**config.mk**
```make
export PLATFORM = sky130hd
export DESIGN_NAME = bin2bcd_seq
export DESIGN_NICKNAME = d
export VERILOG_FILES = /design/src/rtl/bcd_pkg.sv /design/src/rtl/add3.sv /design/src/rtl/bin2bcd_seq.sv
export SDC_FILE = /design/constraint.sdc
export NUM_CORES = 1
export LEC_CHECK = 0
export ABC_AREA = 1
export BUFFER_PORTS_ARGS = -buffer_cell sky130_fd_sc_hd__buf_2
export CAP_MARGIN = 25
export CORE_AREA = 2 2 95 97
export DETAILED_ROUTE_END_ITERATION = 16
export DIE_AREA = 0 0 97 99
export HOLD_SLACK_MARGIN = 0.1
export PLACE_DENSITY = 0.68
export SLEW_MARGIN = 20
export SYNTH_ARGS = -nofsm -noshare
export SYNTH_HDL_FRONTEND = slang
export SYNTH_HIERARCHICAL = 1
export SYNTH_SLANG_ARGS = --single-unit
export TNS_END_PERCENT = 5
```
**constraint.sdc**
```tcl
create_clock -name clk -period 3.1 [get_ports clk]
set_clock_uncertainty 0.05 [all_clocks]
set_input_delay 0.155 -clock clk [delete_from_list [all_inputs] [get_ports clk]]
set_output_delay 0.155 -clock clk [all_outputs]
set_load 0.005 [all_outputs]
```
**src/rtl/bcd_pkg.sv**
```systemverilog
// Shared types and constants for the sequential binary-to-BCD converter.
package bcd_pkg;

    localparam int unsigned BCD_DIGIT_W = 4;

    typedef enum logic [1:0] {
        IDLE   = 2'd0,
        SHIFT  = 2'd1,
        FINISH = 2'd2
    } state_e;

    // ceil(w * log10(2)), using log10(2) ~= 0.30103
    function automatic int unsigned min_digits(input int unsigned w);
        return (w * 30103 + 99999) / 100000;
    endfunction

endpackage

```
**src/rtl/add3.sv**
```systemverilog
// Double-dabble correction cell: adds 3 to a BCD digit of 5 or more before the next shift.
module add3 (
    input  logic [3:0] num,
    output logic [3:0] modnum
);

    always_comb begin
        modnum = (num >= 4'd5) ? num + 4'd3 : num;
    end

endmodule

```
**src/rtl/bin2bcd_seq.sv**
```systemverilog
// Sequential shift-and-add-3 converter: one input bit per clock behind a start/busy/done handshake.
module bin2bcd_seq
    import bcd_pkg::*;
#(
    parameter int unsigned W      = 16,
    parameter int unsigned DIGITS = 5
) (
    input  logic                          clk,
    input  logic                          reset,
    input  logic                          start,
    input  logic [W-1:0]                  bin,
    output logic                          busy,
    output logic                          done,
    output logic [BCD_DIGIT_W*DIGITS-1:0] bcd,
    output logic                          overflow
);

    localparam int unsigned BW = BCD_DIGIT_W * DIGITS;
    localparam int unsigned CW = $clog2(W + 1);

    state_e          state_q, state_d;
    logic [W-1:0]    shift_q, shift_d;
    logic [BW-1:0]   scratch_q, scratch_d;
    logic [CW-1:0]   cnt_q, cnt_d;
    logic            sticky_q, sticky_d;
    logic [BW-1:0]   bcd_q, bcd_d;
    logic            ovf_q, ovf_d;
    logic            done_q, done_d;

    logic [BW-1:0]   adj;
    logic [BW+W-1:0] shifted;

    for (genvar i = 0; i < DIGITS; i++) begin : g_add3
        add3 u_add3 (
            .num    (scratch_q[BCD_DIGIT_W*i +: BCD_DIGIT_W]),
            .modnum (adj[BCD_DIGIT_W*i +: BCD_DIGIT_W])
        );
    end

    always_comb begin
        state_d   = state_q;
        shift_d   = shift_q;
        scratch_d = scratch_q;
        cnt_d     = cnt_q;
        sticky_d  = sticky_q;
        bcd_d     = bcd_q;
        ovf_d     = ovf_q;
        done_d    = 1'b0;
        shifted   = {adj, shift_q} << 1;

        unique case (state_q)
            IDLE: begin
                if (start) begin
                    shift_d   = bin;
                    scratch_d = '0;
                    sticky_d  = 1'b0;
                    cnt_d     = CW'(W);
                    state_d   = SHIFT;
                end
            end
            SHIFT: begin
                scratch_d = shifted[W +: BW];
                shift_d   = shifted[W-1:0];
                // Any bit leaving the top digit means the value needs more digits.
                sticky_d  = sticky_q | adj[BW-1];
                cnt_d     = cnt_q - CW'(1);
                if (cnt_q == CW'(1)) begin
                    state_d = FINISH;
                end
            end
            FINISH: begin
                bcd_d   = scratch_q;
                ovf_d   = sticky_q;
                done_d  = 1'b1;
                state_d = IDLE;
            end
            default: state_d = IDLE;
        endcase
    end

    always_ff @(posedge clk) begin
        if (reset) begin
            state_q   <= IDLE;
            shift_q   <= '0;
            scratch_q <= '0;
            cnt_q     <= '0;
            sticky_q  <= 1'b0;
            bcd_q     <= '0;
            ovf_q     <= 1'b0;
            done_q    <= 1'b0;
        end else begin
            state_q   <= state_d;
            shift_q   <= shift_d;
            scratch_q <= scratch_d;
            cnt_q     <= cnt_d;
            sticky_q  <= sticky_d;
            bcd_q     <= bcd_d;
            ovf_q     <= ovf_d;
            done_q    <= done_d;
        end
    end

    assign busy     = (state_q != IDLE);
    assign done     = done_q;
    assign bcd      = bcd_q;
    assign overflow = ovf_q;

endmodule

```
# Word level (Yosys, flattened, before mapping)
# Index checks and enable logic that the tools add are counted.
# word_totals
word_cells,47
ff_bits,66
# op_classes
n_reduce_logical,5
bitwise_logic,1
n_eq_ne,5
magnitude_cmp,5
mux,17
add_sub_neg,6
# ops
cell,n
$pmux 20 s2,1
$pmux 16 s2,1
$add 4x2->4 const B,5
$ge 4x3->1 const B,5
$mux 20,1
$mux 4,5
$mux 16,1
$pmux 5 s2,1
$eq 5x1->1 const B,1
$mux 5,1
$sub 5x1->5 const B,1
$mux 2,2
$ne 2x2->1 const B,2
$pmux 2 s2,1
$reduce_and 2->1,2
$reduce_bool 2->1,2
$eq 2x1->1 const B,1
$eq 2x2->1 const B,1
$logic_not 2->1,1
$mux 1,2
$pmux 1 s2,1
$or 1x1->1,1

# Depth between registers and ports, before layout
# Gate-level depths: netlist of run 1.
# depth
ltp_word,4
depth_mapped,9
ltp_nobuf,9

# Hierarchy
# Netlist of run 1, hierarchy kept.
# by_module_without_submodules
module,cells_each,seq_area_each_um2,area_per_inst_um2,instances
bin2bcd_seq,367,1321.3,2698.8,1
add3,23,0.0,135.1,5

# Worst setup path after synthesis of run 1
# No wires, ideal clock.
# synth_timing
path_kind,register to register
from,reg scratch_q[16]
to,reg sticky_q
path_buffers,0
t_arrival_ps,1155
required_time_ps,2980
slack_ps,1825
synth_period_minus_slack_ps,1275
setup_time_ps,70
stages_incl_launch_ff,8
cell_sequence,dfxtp_1 > inv_1 > ha_1 > nor2_4 > nor2_4 > a21oi_2 > o21ai_0 > a21oi_1
# synth_via
elab_chain_len,4
elab_cells_between_ends,5
# synth_lines
element,line_no,rtl
from (decl),bin2bcd_seq.sv:23,"logic [BW-1:0] scratch_q, scratch_d;"
from (signal assigned),bin2bcd_seq.sv:94,scratch_q <= scratch_d;
$add 4x2->4 / $ge 4x3->1 (equally long branches),add3.sv:8,modnum = (num >= 4'd5) ? num + 4'd3 : num;
$mux 4 *,add3.sv:8,
net adj[19],bin2bcd_seq.sv:30,logic [BW-1:0] adj;
$or 1x1->1 *,bin2bcd_seq.sv:65,sticky_d = sticky_q | adj[BW-1];
$pmux 1 s2 *,bin2bcd_seq.sv:51,unique case (state_q)
to (signal assigned),bin2bcd_seq.sv:96,sticky_q <= sticky_d;
to (decl),bin2bcd_seq.sv:25,"logic sticky_q, sticky_d;"
# Mark *: on every way through the listed nets, which the timed path passes. The rest lies on a longest branch.
# A chain may end at the register's enable or synchronous reset.

# Worst setup path after layout of run 1
# layout_timing
from,reg state_q[0]
to,reg shift_q[0]
# layout_via
elab_chain_len,3
elab_cells_between_ends,6
# layout_lines
element,line_no,rtl
from (decl),bin2bcd_seq.sv:21,"state_e state_q, state_d;"
from (signal assigned),bin2bcd_seq.sv:92,state_q <= state_d;
$eq 2x1->1 / $logic_not 2->1 (equally long branches),bin2bcd_seq.sv:51,
$reduce_bool 2->1 (no line) / $ne 2x2->1 (equally long branches),--,
$reduce_and 2->1 (no line),--,
to (signal assigned),bin2bcd_seq.sv:93,shift_q <= shift_d;
to (decl),bin2bcd_seq.sv:22,"logic [W-1:0] shift_q, shift_d;"
# Parallel ways exist; a longest one is shown, timed or not.

==> results of run 1 <==
[cell usage in the layout, fill, tap and decap left out, types with 5 or more instances in the layout]
cell           netlist  routed
a21oi_1             14      14
a21oi_2              5       5
buf_2                3      41
clkbuf_8             0       9
dfxtp_1             66      66
dlygate4sd3_1        0      13
ha_1                12      12
inv_1               46      46
inv_2                8       8
nand2_1            116     116
nand2_2              7       7
nand3_1             41      41
nor2_1              78      78
nor2_4              13      13
o21ai_0             36      36
o21ai_1              9       9
o21ai_2              5       5
[sequential cells by signal, summed over array words and instances (netlist names)]
name / flops
bcd: 20
cnt_q: 5
scratch_q: 20
done: 1
shift_q: 16
sticky_q: 1
state_q: 2
overflow: 1
[report_power, final]
| part | internal [mW] | switching (mW) |
|---|---|---|
| clock network | 0.448 | 0.316 |
| logic | 0.0905 | 0.155 |
| registers | 0.893 | 0.0377 |
[logic make-up after synthesis]
| family | Yosys count | synth area share |
|---|---|---|
| AOI/OAI and AO/OA | 70 | 0.118 |
| adders and majority gates | 12 | 0.0445 |
| buffers and inverters | 75 | 0.104 |
| DFF | 66 | 0.392 |
| and+or+nand+nor | 259 | 0.342 |
[worst register-to-register path, cell delays in order (launching register included)]
cell and delay (ps):
dfxtp_1 530, o21ai_4 810, nand2_1 100, a21oi_1 150, dlygate4sd3_1 550
[worst paths after layout]
check | startpoint | depth (start not counted) | end | slack, ps
setup / recovery | state_q[0]$_SDFFE_PP0P_ | 4 | shift_q[0]$_SDFFE_PP0P_ | 850
hold / removal | bin[12] | 5 | shift_q[12]$_SDFFE_PP0P_ | 110
setup reg to reg | state_q[0]$_SDFFE_PP0P_ | 4 | shift_q[0]$_SDFFE_PP0P_ | 850
hold reg to reg | shift_q[15]$_SDFFE_PP0P_ | 2 | scratch_q[0]$_SDFFE_PP0P_ | 410
[area by class of cell]
type                       instances  area (µm²)
timing repair buffer              54         335
multi-input combinational        341        1700
tap                              108         135
fill                             879        4650
sequential                        66        1320
inverter                          54         203
clock inverter                     3        65.1
clock buffer                      12         135
[per-layer routing]
metal,vias up,wire length (µm)
met1,1355,3540
met4,0,142
met5,-,0
li1,1590,-
met3,13,223
met2,42,3260
[repair_timing]
item | in CTS | in global routing
gates resized for setup | 0 | 0
hold buffers | 13 | 0
endpoints found under the hold margin | 14 | 0
[through the flow]
step                      hold slack [ps]  area (µm²)  instances  utilization
after global placement                385        3570        610        0.417
after floorplan                       174        3370        482            -
after global routing                  130        3900        638        0.456
final                                 106        3900        638        0.456
after detailed placement              385        3570        610        0.417
after CTS                             102        3900        638        0.456
==> impl_metrics.csv, run 1 <==
group,metric,value,unit
setup_path,crit_fanout,34,
timing,finalWorstSetupSlack,848,ps
setup_path,crit_family,"compound AO/OA/AOI/OAI gates",
detailed_routing,wl_per_cell,11.2,µm
setup_path,critPathKind,"flop to flop",
final_layout,area_growth,15.5,%
synthesis,ys_top_cells_by_area,"dfxtp_1, nand2_1, nor2_1",
setup_path,slowest_delay,810,ps
clocking,clk_latency,340,ps
placement,portBuffers,41,
timing,maxSlewViolCount,0,
synthesis,synth-warning-count,6,
die,start_util,0.395,
die,placeableCoreArea,0.00855,mm²
detailed_routing,remaining_drc_errors,0,
placement,place_congestion,0.894,
power_and_ir_drop,p_leak,1.90,nW
clocking,path_clk_slew,70,ps
clocking,h-tree-depth,3,
clocking,cts_tree,"done",
min_path,min_path_type,"input port to flop",
die,dieHeight,99,µm
clocking,cts_inserted_buffers,9,
synthesis,synth_most_common_cell,"nand2_1",
timing,post-route-min-period,2250,ps
synthesis,synthTopCellsByCount,"nand2_1, nor2_1, dfxtp_1",
global_routing,use_met1,0.189,
synthesis,async_flop_share,0,
synthesis,ys_types,23,
synthesis,synth_edf_count,0,
power_and_ir_drop,power,1.94,mW
power_and_ir_drop,powerDensity,498,mW/mm²
timing,max_freq,444,MHz
die,ioPinCount,42,
final_layout,antenna_cells,0,
die,num_rows,34,
global_routing,met2_usage,0.271,
placement,preCtsSetupSlack,1170,ps
global_routing,grt_max_degree,61,
synthesis,synth_seq_area_share,0.392,
synthesis,netlist_area,0.00337,mm²
clocking,cts_setup_buffers,0,
run_status,outcome,"finished, final reports clean",
global_routing,grt_pass1_wl,12700,µm
detailed_routing,drt_pass1_iterations,4,
global_routing,gr-usage-met3,0.0333,
global_routing,antenna_found_initial,0,
timing,post-route-period-util,0.726,
detailed_routing,drt-initial-drc-count,127,
die,fp.dieW,97,µm
detailed_routing,viasPerCell,4.70,
synthesis,ys.flop_type,"dfxtp_1",
power_and_ir_drop,ir_worst_vdd,189,µV
clocking,cts_buffer_depth,2,
setup_path,startpoint_type,"flop",
setup_path,critPathArrivalTime,2490,ps
global_routing,grt_pass1_vias,2875,
detailed_routing,vias,3000,
setup_path,path_cells,"o21ai_4 > nand2_1 > a21oi_1 > dlygate4sd3_1",
final_layout,nets,557,
synthesis,avgSynthCellArea,7.00,µm²
setup_path,cp_slowest_cell,"o21ai_4",
synthesis,synthesis.nets,513,
run,max_cap_violations,0,
detailed_routing,routed_wl,7160,µm
global_routing,gr-total-overflow,0,
global_routing,gr-usage-all-layers,0.158,
timing,timing.slew.headroom,0.383,
synthesis,syn_inst,482,
clocking,cts-root-buf,"clkbuf_8",
timing,worstMarginPinSlew,924,ps
setup_path,critical_path.endpoint_type,"flop",
clocking,cts_sinks,66,
timing,rsz0062_at_grt,"no",
synthesis,synth_seq_cells,66,
global_routing,top_usage_layer,"met2",
detailed_routing,ant_nets,0,
setup_path,cp_data_required_time,3340,ps
timing,setup_viol,0,
setup_path,worst-path-buf-inv,1,
placement,dp_hpwl,4550,µm
timing,tns,0,ps
synthesis,yosysTopAreaCell,"dfxtp_1",
final_layout,drive_above_1_share,0.177,
die,die_area,0.00960,mm²
synthesis,synth_top_cell_area_share,0.392,
timing,hold_viol,0,
(Power assumes the default switching activity.)
==> run 2, diff against run 1 <==
PLACE_DENSITY = 0.7   (was 0.68)
clock period = 1.9 ns   (was 3.1 ns; I/O delays follow)
==> run 2 against run 1 <==
Die area unchanged. Non-clock buffer count increased by 11. Core utilization grew 1.2 points. Final cell count rose by 1.7%. Clock power up 49%. Sequential share of layout area is 0.89 points lower. Clock-buffer cell count did not move. Total power is 60% higher. Maximum frequency is 47% higher. Worst setup slack lost 480 ps. Via count increased by 2.7%. Largest power group unchanged.
==> impl_metrics.csv, run 2 (synthesized netlist as in run 1, its figures left out) <==
group,metric,value,unit
setup_path,startpoint_type,"flop",
final_layout,area_growth,18.6,%
final_layout,antenna_cells,0,
setup_path,cp_data_required_time,2120,ps
clocking,cts_tree,"done",
die,ioPinCount,42,
global_routing,use_met1,0.205,
global_routing,top_usage_layer,"met2",
detailed_routing,routed_wl,7330,µm
final_layout,nets,568,
global_routing,grt_max_degree,42,
setup_path,crit_family,"buffers and inverters",
setup_path,worst-path-buf-inv,1,
detailed_routing,viasPerCell,4.75,
power_and_ir_drop,comb_power_share,0.144,
final_layout,stdcell_count,649,
detailed_routing,ant_nets,0,
timing,rsz0062_at_grt,"no",
detailed_routing,remaining_drc_errors,0,
clocking,cts_inserted_buffers,9,
die,placeableCoreArea,0.00855,mm²
final_layout,postLayoutCellArea,0.00400,mm²
placement,place_congestion,0.771,
clocking,cts_setup_buffers,0,
final_layout,drive_above_1_share,0.187,
die,num_rows,34,
die,die_area,0.00960,mm²
timing,setup_viol,0,
clocking,cts_sinks,66,
placement,dpl-instance-area,0.00364,mm²
detailed_routing,wl_per_cell,11.3,µm
timing,tns,0,ps
clocking,clk_latency,340,ps
power_and_ir_drop,p_leak,1.95,nW
timing,hold_viol,0,
setup_path,path_cells,"nor2_4 > nand3_1 > dlygate4sd3_1 > a21oi_1",
setup_path,slowest_delay,560,ps
detailed_routing,drt-initial-drc-count,140,
timing,max_freq,652,MHz
placement,dp_hpwl,5000,µm
power_and_ir_drop,p_int,2.27,mW
run,max_cap_violations,0,
timing,timing.slew.headroom,0.716,
setup_path,crit_fanout,8,
min_path,min_path_type,"input port to flop",
setup_path,critPathArrivalTime,1760,ps
placement,numPlacedInstances,616,
global_routing,grt_pass1_vias,2879,
clocking,cts_buffer_depth,2,
detailed_routing,drt_pass1_iterations,4,
detailed_routing,vias,3081,
clocking,ctsHoldBuffers,18,
power_and_ir_drop,powerDensity,774,mW/mm²
timing,hold_ws,174,ps
global_routing,met2_usage,0.259,
clocking,h-tree-depth,3,
placement,portBuffers,41,
clocking,cts-root-buf,"clkbuf_8",
power_and_ir_drop,ir_worst_vdd,424,µV
global_routing,grt_pass1_wl,12800,µm
timing,maxSlewViolCount,0,
power_and_ir_drop,p_sw,833,µW
die,start_util,0.395,
setup_path,cp_slowest_cell,"dlygate4sd3_1",
power_and_ir_drop,p_sw_frac,0.269,
global_routing,antenna_found_initial,0,
timing,post-route-period-util,0.808,
final_layout,final_cell_mix,"nand2_1, nor2_1, dfxtp_1",
die,dieHeight,99,µm
clocking,ctsResizeCount,0,
power_and_ir_drop,power_frac_seq,0.488,
run_status,outcome,"finished, final reports clean",
die,fp.dieW,97,µm
power_and_ir_drop,pwr-share-clk,0.368,
global_routing,gr-usage-all-layers,0.160,
timing,worstMarginPinSlew,425,ps
global_routing,gr-usage-met3,0.0376,
global_routing,gr-total-overflow,0,
clocking,path_clk_slew,70,ps
setup_path,critPathKind,"flop to flop",
setup_path,critical_path.endpoint_type,"flop",
timing,post-route-min-period,1530,ps
final_layout,final_common_cell,"nand2_1",
-- run 2: changes by cell type in the layout (fill, tap and decap cells not counted) --
cell           before  now
dlygate4sd3_1      13   18
buf_4               0    4
buf_12              0    2
bufinv_16           2    1
clkbuf_1            3    2
clkbuf_8            9   10
clkinv_2            1    2
-- run 2: final timing paths --
| path | startpoint | endpoint | slack, ps | cells after the start |
|---|---|---|---|---|
| max | state_q[0]$_SDFFE_PP0P_ | shift_q[0]$_SDFFE_PP0P_ | 370 | 4 |
| max reg2reg | state_q[0]$_SDFFE_PP0P_ | shift_q[0]$_SDFFE_PP0P_ | 370 | 4 |
| min reg2reg | shift_q[2]$_SDFFE_PP0P_ | shift_q[3]$_SDFFE_PP0P_ | 400 | 2 |
| min | start | shift_q[1]$_SDFFE_PP0P_ | 170 | 5 |
-- run 2: per-stage QoR --
step / utilization / total power [mW] / setup slack (ps)
after floorplan: - / 1.86 / 625
after global placement: 0.425 / 1.94 / 492
after detailed placement: 0.425 / 1.96 / 433
after CTS: 0.468 / 3.13 / 352
after global routing: 0.468 / 3.26 / 274
final: 0.468 / 3.10 / 365
-- run 2: area by class of cell --
type | count | area, µm²
clock buffer | 12 | 145
clock inverter | 3 | 40.0
fill | 873 | 4550
inverter | 54 | 203
multi-input combinational | 341 | 1700
sequential | 66 | 1320
tap | 108 | 135
timing repair buffer | 65 | 455
-- run 2: layer usage --
| layer | up-vias | part of all wire |
|---|---|---|
| li1 | 1613 | - |
| met3 | 13 | 0.046 |
| met1 | 1389 | 0.48 |
| met4 | 0 | 0.015 |
| met5 | - | 0 |
| met2 | 66 | 0.45 |
-- run 2: power by group through the flow --
| stage | Clock, mW | Sequential (mW) | Combinational [mW] |
|---|---|---|---|
| global placement | 0 | 1.54 | 0.403 |
| finish | 1.14 | 1.51 | 0.446 |
| floorplan | 0 | 1.52 | 0.338 |
| detailed placement | 0 | 1.54 | 0.415 |
| CTS | 1.17 | 1.51 | 0.446 |
| global route | 1.24 | 1.52 | 0.504 |
-- run 2: worst register-to-register path, cell delays in order, from the launching register on --
cell	delay (ps)
dfxtp_1	430
nor2_4	220
nand3_1	80
dlygate4sd3_1	560
a21oi_1	130
==> run 3, diff against run 2 <==
clock period = 1.4 ns   (was 1.9 ns; I/O delays follow)
==> run 3 against run 2 <==
Clock-buffer cell count is 1 higher. Worst setup slack worse by 300 ps. Core utilization is 1.0 points higher. Sequential share of layout area is 0.54 points lower. Total power is 31% higher. Critical path depth is 4 higher. Sequential power is 34% higher. Non-clock buffer count is 13 higher. Maximum frequency is 15% higher. Die area stayed put.
==> impl_metrics.csv, run 3 (synthesized netlist as in run 1, its figures left out) <==
group,metric,value,unit
setup_path,startpoint_type,"flop",
clocking,cts_setup_buffers,0,
setup_path,crit_family,"flip-flops",
detailed_routing,remaining_drc_errors,0,
setup_path,timing.rr.end,"sticky_q$_SDFFE_PP0P_",
detailed_routing,ant_nets,0,
setup_path,cp_data_required_time,1570,ps
die,start_util,0.395,
global_routing,grt_max_degree,35,
setup_path,r2r-start,"scratch_q[17]$_SDFFE_PP0P_",
die,dieHeight,99,µm
clocking,cts_inserted_buffers,9,
detailed_routing,wl_per_cell,11.1,µm
detailed_routing,met3RoutedLength,334,µm
timing,rsz0062_at_grt,"yes",
setup_path,crit_fanout,5,
run,max_cap_violations,0,
global_routing,grt_pass1_wl,13200,µm
placement,dpl-instance-area,0.00373,mm²
final_layout,antenna_cells,0,
run_status,outcome,"finished, final reports clean",
power_and_ir_drop,p_leak,2.01,nW
clocking,clk_latency,330,ps
detailed_routing,top_layer,"met4",
final_layout,final_common_cell,"nand2_1",
global_routing,grt_pass1_vias,3117,
timing,worstMarginPinSlew,380,ps
placement,preCtsSetupSlack,24.3,ps
setup_path,slowest_delay,360,ps
final_layout,area_growth,21.2,%
global_routing,antenna_found_initial,0,
timing,setup_viol,0,
die,num_rows,34,
global_routing,gr-usage-all-layers,0.166,
setup_path,cp-startpoint,"scratch_q[17]$_SDFFE_PP0P_",
final_layout,postLayoutCoreUtil,0.478,
min_path,min_path_type,"flop to flop",
timing,hold_viol,0,
final_layout,layout.filler_cells,854,
setup_path,rr_worst_depth,8,
setup_path,critPathArrivalTime,1500,ps
detailed_routing,wl_met2,3500,µm
clocking,cts-root-buf,"clkbuf_8",
timing,tns,0,ps
setup_path,path_cells,"inv_1 > ha_1 > nand2_1 > nand2_2 > nor2_4 > a21oi_2 > o21ai_0 > a21oi_1",
placement,portBuffers,41,
timing,hold_ws,403,ps
timing,finalWorstSetupSlack,63.5,ps
detailed_routing,drt_pass1_iterations,4,
timing,max_freq,748,MHz
global_routing,gr-total-overflow,0,
setup_path,worst-path-buf-inv,1,
timing,timing.slew.headroom,0.746,
placement,numPlacedInstances,629,
setup_path,crit_path_end,"sticky_q$_SDFFE_PP0P_",
placement,dp_hpwl,4990,µm
clocking,path_clk_slew,70,ps
setup_path,critical_path.endpoint_type,"flop",
final_layout,postLayoutCellArea,0.00409,mm²
setup_path,cp_slowest_cell,"dfxtp_2",
die,fp.dieW,97,µm
detailed_routing,routed_wl,7330,µm
final_layout,stdcell_count,663,
die,placeableCoreArea,0.00855,mm²
setup_path,worst-path-stages,8,
timing,maxSlewViolCount,0,
final_layout,nets,581,
timing,post-route-period-util,0.955,
clocking,cts_buffer_depth,2,
final_layout,final_cell_mix,"nand2_1, nor2_1, dfxtp_1",
power_and_ir_drop,powerDensity,994,mW/mm²
die,die_area,0.00960,mm²
clocking,cts_sinks,66,
detailed_routing,wl_met1,3400,µm
power_and_ir_drop,power,4.06,mW
clocking,cts_tree,"done",
final_layout,drive_above_1_share,0.214,
setup_path,reg2reg_slack,60,ps
clocking,h-tree-depth,3,
detailed_routing,vias,3083,
timing,post-route-min-period,1340,ps
power_and_ir_drop,ir_worst_vdd,461,µV
setup_path,critPathKind,"flop to flop",
placement,place_congestion,0.802,
detailed_routing,drt-initial-drc-count,137,
detailed_routing,viasPerCell,4.65,
die,ioPinCount,42,
[run 3: cell count changes in the layout (fill, tap and decap cells not counted)]
cell / previous run / this run
dfxtp_2: 0 / 5
clkbuf_1: 2 / 3
clkinv_2: 2 / 3
bufinv_16: 1 / 0
dfxtp_1: 66 / 61
buf_4: 4 / 16
buf_6: 0 / 1
[run 3: cell type report]
type,instances,area (µm²),share of cell area
well taps,108,135,0.0330
flip-flops and latches,66,1330,0.325
clock inverters,3,15.0,0.00367
repair buffers,78,557,0.136
inverters,54,203,0.0496
multi-input cells,341,1700,0.416
clock buffers,13,149,0.0364
[run 3: worst min-delay path by stage]
stage,from,end,slack (ps),cells after the start
final,shift_q[2]$_SDFFE_PP0P_,shift_q[3]$_SDFFE_PP0P_,400,2
after global placement,bin[0],shift_q[0]$_SDFFE_PP0P_,300,3
after CTS,shift_q[2]$_SDFFE_PP0P_,shift_q[3]$_SDFFE_PP0P_,400,2
after global routing,shift_q[0]$_SDFFE_PP0P_,shift_q[0]$_SDFFE_PP0P_,430,2
after floorplan,reset,shift_q[0]$_SDFFE_PP0P_,90,1
after detailed placement,bin[0],shift_q[0]$_SDFFE_PP0P_,310,3
[run 3: metal layers]
layer / track usage / vias up
li1: - / 1642
met1: 0.196 / 1375
met2: 0.292 / 59
met3: 0.0397 / 7
met4: 0.0628 / 0
met5: 0 / -
[run 3: where the power goes]
part / leakage (nW) / switching [mW] / internal, mW / total (mW)
logic: 1.39 / 0.386 / 0.273 / 0.660
clock network: 0.0872 / 0.684 / 0.684 / 1.37
registers: 0.539 / 0.0564 / 1.98 / 2.03
[run 3: repair_timing]
action                                 in CTS  in global routing
endpoints found under the hold margin      20                  0
hold buffers                               18                  0
resized for setup                           0                  6
setup endpoints to repair                   0                  9
[run 3: worst register-to-register path, stage by stage (launching register included)]
cell and delay, ps:
dfxtp_2 360, inv_1 80, ha_1 180, nand2_1 80, nand2_2 80, nor2_4 140, a21oi_2 40, o21ai_0 130
a21oi_1 80
